### src/rtl/pipelined_barrel_shifter.sv
// Pipelined barrel shifter: one registered log-stage per shift-amount bit, SLL/SRL/SRA/ROL,
// valid/ready on both sides with a collapsing-bubble ready chain and a sideband tag.
module pbs_stage #(
  parameter int WIDTH   = 32,
  parameter int SHAMT_W = 5,
  parameter int TAG_W   = 5,
  parameter int K       = 0
) (
  input  logic               clock,
  input  logic               reset,
  input  logic               ld_i,
  input  logic               vld_i,
  input  logic [WIDTH-1:0]   data_i,
  input  logic [SHAMT_W-1:0] shamt_i,
  input  logic [1:0]         op_i,
  input  logic               sign_i,
  input  logic [TAG_W-1:0]   tag_i,
  output logic               vld_o,
  output logic [WIDTH-1:0]   data_o,
  output logic [SHAMT_W-1:0] shamt_o,
  output logic [1:0]         op_o,
  output logic               sign_o,
  output logic [TAG_W-1:0]   tag_o
);
  localparam int S = 1 << K;

  logic               vld_q;
  logic [WIDTH-1:0]   data_q, data_d;
  logic [SHAMT_W-1:0] shamt_q;
  logic [1:0]         op_q;
  logic               sign_q;
  logic [TAG_W-1:0]   tag_q;

  always_comb begin
    data_d = data_i;
    if (shamt_i[K]) begin
      case (op_i)
        2'b00:   data_d = data_i << S;
        2'b01:   data_d = data_i >> S;
        2'b10:   data_d = (data_i >> S) | (sign_i ? ~({WIDTH{1'b1}} >> S) : '0);
        default: data_d = (data_i << S) | (data_i >> (WIDTH - S));
      endcase
    end
  end

  // Payload only moves with a valid op, so empty stages hold their last contents.
  always_ff @(posedge clock or posedge reset) begin
    if (reset) begin
      vld_q   <= 1'b0;
      data_q  <= '0;
      shamt_q <= '0;
      op_q    <= '0;
      sign_q  <= 1'b0;
      tag_q   <= '0;
    end else if (ld_i) begin
      vld_q <= vld_i;
      if (vld_i) begin
        data_q  <= data_d;
        shamt_q <= shamt_i;
        op_q    <= op_i;
        sign_q  <= sign_i;
        tag_q   <= tag_i;
      end
    end
  end

  assign vld_o   = vld_q;
  assign data_o  = data_q;
  assign shamt_o = shamt_q;
  assign op_o    = op_q;
  assign sign_o  = sign_q;
  assign tag_o   = tag_q;
endmodule

module pipelined_barrel_shifter #(
  parameter int WIDTH   = 32,
  parameter int SHAMT_W = 5,
  parameter int TAG_W   = 5
) (
  input  logic               clock,
  input  logic               reset,
  input  logic               in_valid,
  output logic               in_ready,
  input  logic [WIDTH-1:0]   data_in,
  input  logic [SHAMT_W-1:0] shamt,
  input  logic [1:0]         op,
  input  logic [TAG_W-1:0]   tag_in,
  output logic               out_valid,
  input  logic               out_ready,
  output logic [WIDTH-1:0]   data_out,
  output logic [TAG_W-1:0]   tag_out
);
  // Index 0 is the request port; index k+1 is the output of stage k.
  logic [SHAMT_W:0]              vld_pipe;
  logic [SHAMT_W:0][WIDTH-1:0]   dat_pipe;
  logic [SHAMT_W:0][SHAMT_W-1:0] sh_pipe;
  logic [SHAMT_W:0][1:0]         op_pipe;
  logic [SHAMT_W:0]              sgn_pipe;
  logic [SHAMT_W:0][TAG_W-1:0]   tag_pipe;
  logic [SHAMT_W-1:0]            ld;

  assign vld_pipe[0] = in_valid;
  assign dat_pipe[0] = data_in;
  assign sh_pipe[0]  = shamt;
  assign op_pipe[0]  = op;
  assign sgn_pipe[0] = data_in[WIDTH-1];
  assign tag_pipe[0] = tag_in;

  for (genvar k = 0; k < SHAMT_W; k++) begin : g_stage
    // A stage advances when any stage from it to the tail has a hole, or the sink drains.
    assign ld[k] = out_ready | ~(&vld_pipe[SHAMT_W:k+1]);

    pbs_stage #(.WIDTH(WIDTH), .SHAMT_W(SHAMT_W), .TAG_W(TAG_W), .K(k)) u_stage (
      .clock   (clock),
      .reset   (reset),
      .ld_i    (ld[k]),
      .vld_i   (vld_pipe[k]),
      .data_i  (dat_pipe[k]),
      .shamt_i (sh_pipe[k]),
      .op_i    (op_pipe[k]),
      .sign_i  (sgn_pipe[k]),
      .tag_i   (tag_pipe[k]),
      .vld_o   (vld_pipe[k+1]),
      .data_o  (dat_pipe[k+1]),
      .shamt_o (sh_pipe[k+1]),
      .op_o    (op_pipe[k+1]),
      .sign_o  (sgn_pipe[k+1]),
      .tag_o   (tag_pipe[k+1])
    );
  end

  assign in_ready  = ld[0];
  assign out_valid = vld_pipe[SHAMT_W];
  assign data_out  = dat_pipe[SHAMT_W];
  assign tag_out   = tag_pipe[SHAMT_W];

  wire unused_tail = ^{sh_pipe[SHAMT_W], op_pipe[SHAMT_W], sgn_pipe[SHAMT_W]};
endmodule

### config.mk
export PLATFORM = sky130hd
export DESIGN_NAME = pipelined_barrel_shifter
export DESIGN_NICKNAME = d
export VERILOG_FILES = /design/src/rtl/pipelined_barrel_shifter.sv
export SDC_FILE = /design/constraint.sdc
export NUM_CORES = 1
export LEC_CHECK = 0
export BUFFER_PORTS_ARGS = -buffer_cell sky130_fd_sc_hd__buf_2
export CAP_MARGIN = 20
export CORE_UTILIZATION = 32
export CTS_BUF_LIST = sky130_fd_sc_hd__clkbuf_16
export DETAILED_ROUTE_END_ITERATION = 8
export MAX_ROUTING_LAYER = met4
export PLACE_DENSITY_LB_ADDON = 0.05
export SKIP_CTS_REPAIR_TIMING = 1
export SYNTH_ARGS = -nofsm -noshare
export SYNTH_HDL_FRONTEND = slang
export SYNTH_SLANG_ARGS = --single-unit
export TNS_END_PERCENT = 5
### constraint.sdc
create_clock -name clock -period 19.6 [get_ports clock]
set_clock_uncertainty 0.15 [all_clocks]
set_input_delay 3.92 -clock clock [delete_from_list [all_inputs] [get_ports clock]]
set_output_delay 3.92 -clock clock [all_outputs]
set_load 0.005 [all_outputs]
======== Yosys cells after proc, flatten, opt, wreduce, memory -nomap -nowiden ========
Index checks and enable logic that the tools add are counted.
Widths: inputs -> output; s select.
word-level totals
  bits of input ports ..................... 48
  output and inout bits ................... 39
  bits in registers ....................... 222
  word-level logic and storage cells ...... 86
cells by class
  multiplexer cells ....................... 15
  bitwise logic cells ..................... 20
  reductions and logical operators ........ 14
  equality and inequality tests ........... 10
operator list
  operator            count
  $pmux 32 s3         5
  $mux 32             10
  $or 16x32->32       1
  $or 24x32->32       1
  $or 28x32->32       1
  $or 30x32->32       1
  $or 31x32->32       1
  $or 32x1->32        1
  $or 32x16->32       1
  $or 32x2->32        1
  $or 32x4->32        1
  $or 32x8->32        1
  $reduce_and 2->1    6
  $eq 2x1->1 const B  5
  $eq 2x2->1 const B  5
  $logic_not 2->1     5
  $not 1->1           5
  $or 1x1->1          5
  $reduce_and 5->1    1
  $reduce_and 4->1    1
  $reduce_and 3->1    1

======== Longest topological paths before layout ========
  depth after elaboration ................. 4
  depth in mapped cells ................... 6
  gate-level depth less buffers ........... 3

======== By module ========
A second synthesis with hierarchy kept.
second synthesis, totals
  cell total of the unflattened synthesis .. 1211
  area, all modules ....................... 11537.3 um^2
modules (own cells, without submodules)
  module                           times used  cells each  area an instance (um^2)
  pbs_stage at g_stage[1].u_stage  1           246         2383.5
  pbs_stage at g_stage[3].u_stage  1           250         2359.8
  pbs_stage at g_stage[2].u_stage  1           244         2354.8
  pbs_stage at g_stage[0].u_stage  1           243         2307.2
  pbs_stage at g_stage[4].u_stage  1           222         2093.3
  pipelined_barrel_shifter         1           6           38.8

======== Worst setup path before layout ========
OpenSTA, ideal clock, no wires.
  path kind ............................... input to output
  from .................................... input port out_ready
  to ...................................... output port in_ready
  slack ................................... 10719 ps
  data required time ...................... 15530 ps
  arrival time ............................ 4811 ps
  buffers on the path ..................... 1
  stages on the path ...................... 4
  cell sequence ........................... nand4b_4 nor2_1 clkbuf_1 nand2_1
on the way
  longest elaborated chain between the ends .. 1
RTL lines
  element      RTL line  text
  from (decl)  89        input logic out_ready,
  $or 1x1->1   111       assign ld[k] = out_ready | ~(&vld_pipe[SHAMT_W:k+1]);
  to (decl)    83        output logic in_ready,
No other way between the ends.

======== Worst setup path in the final report ========
Same ends and word-level chain as after synthesis.

==> summary.txt <==
Via Count - 9,098
sw frac - 39.1%
Clock transition at path regs - 50 ps
simple-gate share of the synthesized area - 8.68%
Leakage - 5.59 nW
Pwr Density - 151 nW/um^2
die width - 195 um
DRT Pass-1 Iters - 5
net switching power of the design - 0.799 mW
setup_tns - 0 ps
routed len/inst - 23.3 um
# setup viols final - 0
highest-count cells in the layout ignoring fill and taps - 212 x dfrtp_1, 102 x mux2i_1, 93 x o21ai_0
global route total overflow - 0
largest family of logic cells by synthesized area - compound AO/OA/AOI/OAI gates
DIE AREA - 38,100 um^2
post-synthesis mux area share - 14.3%
later-pin clock latency in the skew report - 560 ps
number of global-route vias before repair - 9,376
CTS root buf - clkbuf_16
worst setup path start - out_ready
gpl congestion - 0.798
CP top delay family - buffers and inverters
CTS tree - yes
post-synthesis compound-gate area fraction - 24.1%
first-pass GRT wire length - 59,600 um
maxcap violations - 0
clock period minus final worst setup slack - 9250 ps
largest cells by area after synthesis - dfrtp_1 44%, mux2i_1 8.5%, mux2_2 5.8%
Yosys cell types - 45
Crit Path Max Fanout - 62
type of the worst setup path - input pin to output pin
Peak VDD IR - 0.0815 mV
WL final - 37,400 um
crit path DAT - 5180 ps
cts bufs inserted - 29
Adder-Cell Fraction of Synth Area - 0%
Mapped Nets - 1,168
Reg power frac - 40.4%
Cell Area, Synth - 11,900 um^2
reg2reg start - g_stage[2].u_stage.vld_o$_DFFE_PP0P_
worst-margin pin slew - 1070 ps
IO Count - 87
crit path cell chain - buf_2 -> nand4b_4 -> buf_4 -> nor2_4 -> nand2_1 -> buf_2
Filler cells - 3,655
CP Launch Type - input pin
Logic pwr share - 33.8%
status - finished clean
Antenna Cells - 0
Synth Area in XOR/XNOR - 0.796%
Synth Instances - 1,120
layout cell share with drive strength beyond 1 - 21.4%
Final Slew Violations - 0
largest net degree at the start of global routing - 83
top cell type's share of synthesized area - 44.4%
Worst R2R Setup Slack - 16,390 ps
number of nets with antenna violations after routing - 0
CP Buf/Inv Count - 3
Place WS - 10,350 ps
cell internal pwr - 1.24 mW
die height - 195 um
CP Depth - 6
slowest CP cell - buf_4
Syn-to-layout area delta - 12.9%
CTS sink cnt - 212
Initial Util - 32.5%
Reg2Reg Depth - 4
DR iter-0 viols - 567
Mapped Avg Cell Area - 10.7 um^2
Ys Warns - 0
fin nets - 1,162
core area - 36,700 um^2
FP Rows - 70
vias per cell - 5.67
DRC - 0
RR Endpoint - g_stage[2].u_stage.data_o[21]$_DFFE_PP0P_
input/output buffers - 86
largest area contributor in the netlist - dfrtp_1
Global Route Usage Sum - 20.5%
most common cell after layout, fill and taps aside - dfrtp_1
FF+latch count, synth - 212
hold crit path type - register to register
unrepaired setup endpoints after global routing - no
Final HPWL DP - 24,900 um
sequential-to-total area share from yosys stat - 44.4%
fmax - 108 MHz
CTS H-tree lvls - 1
critical path data required time - 15,530 ps
Hold Fails Final Rpt - 0
Worst Setup End Kind - output pin
Largest stage delay, worst path - 640 ps
Critical Path Sink - in_ready
Max-slew headroom - 28.5%
initial antenna violation count - 0
Clock Tree Buf Depth - 3
cell repeated most along the worst path - buf_2
power share of the clock group - 25.7%
final worst-path cycle share - 47.2%
post-route setup slack - 10,350 ps
==> sequential cells by signal, indices dropped and copies added, names as in the netlist <==
name                     cells
g_stage.u_stage.tag_o       25
g_stage.u_stage.data_o     160
g_stage.u_stage.vld_o        5
g_stage.u_stage.sign_o       4
g_stage.u_stage.op_o         8
g_stage.u_stage.shamt_o     10
==> how the worst min path moves through the flow <==
stage / cells after the start / to / from
after global placement: 1 / g_stage[4].u_stage.data_o[22]$_DFFE_PP0P_ / g_stage[4].u_stage.data_o[22]$_DFFE_PP0P_
after detailed placement: 1 / g_stage[4].u_stage.data_o[30]$_DFFE_PP0P_ / g_stage[4].u_stage.data_o[30]$_DFFE_PP0P_
after CTS: 1 / g_stage[4].u_stage.data_o[22]$_DFFE_PP0P_ / g_stage[4].u_stage.data_o[22]$_DFFE_PP0P_
final: 1 / g_stage[4].u_stage.data_o[27]$_DFFE_PP0P_ / g_stage[4].u_stage.data_o[27]$_DFFE_PP0P_
after floorplan: 1 / g_stage[4].u_stage.data_o[16]$_DFFE_PP0P_ / g_stage[4].u_stage.data_o[16]$_DFFE_PP0P_
after global routing: 1 / g_stage[4].u_stage.data_o[27]$_DFFE_PP0P_ / g_stage[4].u_stage.data_o[27]$_DFFE_PP0P_
==> layout make-up <==
type | count | area (um^2) | share of cell area (%)
Timing Repair Buffer | 109 | 716 | 5.31
Inverter | 41 | 161 | 1.20
Sequential cell | 212 | 5310 | 39.4
Multi-Input combinational cell | 721 | 5770 | 42.8
Clock inverter | 25 | 218 | 1.61
Tap cell | 468 | 586 | 4.34
Clock buffer | 29 | 726 | 5.38
==> cells by family (layout without fill, tap and decap cells) <==
group / after synthesis / in the layout
AOI/OAI and AO/OA: 384 / 384
DFF: 212 / 212
buffers and inverters: 187 / 204
and+or+nand+nor: 167 / 167
muxes: 163 / 163
xor gates and xnor gates: 7 / 7
==> power groups by stage <==
stage / combinational [mW] / sequential [mW] / clock, mW
3_3_place_gp: 0.681 / 0.832 / 0
3_5_place_dp: 0.687 / 0.835 / 0
2_1_floorplan: 0.604 / 0.698 / 0
6_report: 0.691 / 0.825 / 0.526
4_1_cts: 0.691 / 0.828 / 0.541
5_1_grt: 0.768 / 0.849 / 0.559
==> synth_stat cells, drive strengths merged <==
cell	n
or4bb	1
nand2b	47
nor2b	12
o32ai	32
dfrtp	212
nand3b	2
nand3	6
and3b	5
o2bb2ai	47
a22oi	16
o21ai	94
o211ai	60
or2b	20
o31ai	20
and2	2
xor2	4
o21bai	1
mux2	61
inv	41
buf	70
clkbuf	76
nand4b	1
o21a	1
a21oi	33
and4b	1
nand4	42
nand2	7
o221ai	31
a211oi	31
a22o	4
xnor2	3
nor2	21
a221oi	14
mux2i	102
==> stage by stage <==
stage | std cells | hold slack [ps] | instance area (um^2) | power [mW] | util, %
3_3_place_gp | 1545 | 330 | 12400 | 1.51 | 33.7
2_1_floorplan | 1120 | 307 | 11900 | 1.30 | -
6_report | 1605 | 338 | 13500 | 2.04 | 36.7
3_5_place_dp | 1547 | 330 | 12400 | 1.52 | 33.9
5_1_grt | 1605 | 354 | 13500 | 2.18 | 36.7
4_1_cts | 1601 | 348 | 13400 | 2.06 | 36.5
==> metal layers <==
layer	global-route usage (%)	vias to the layer above	part of all wire [%]
met5	-	-	0
met4	4.93	0	2.4
met1	29.1	4582	48
met3	2.69	50	3.9
li1	-	4242	-
met2	30.8	224	46
No activity file was read; power rests on OpenSTA's default activity.
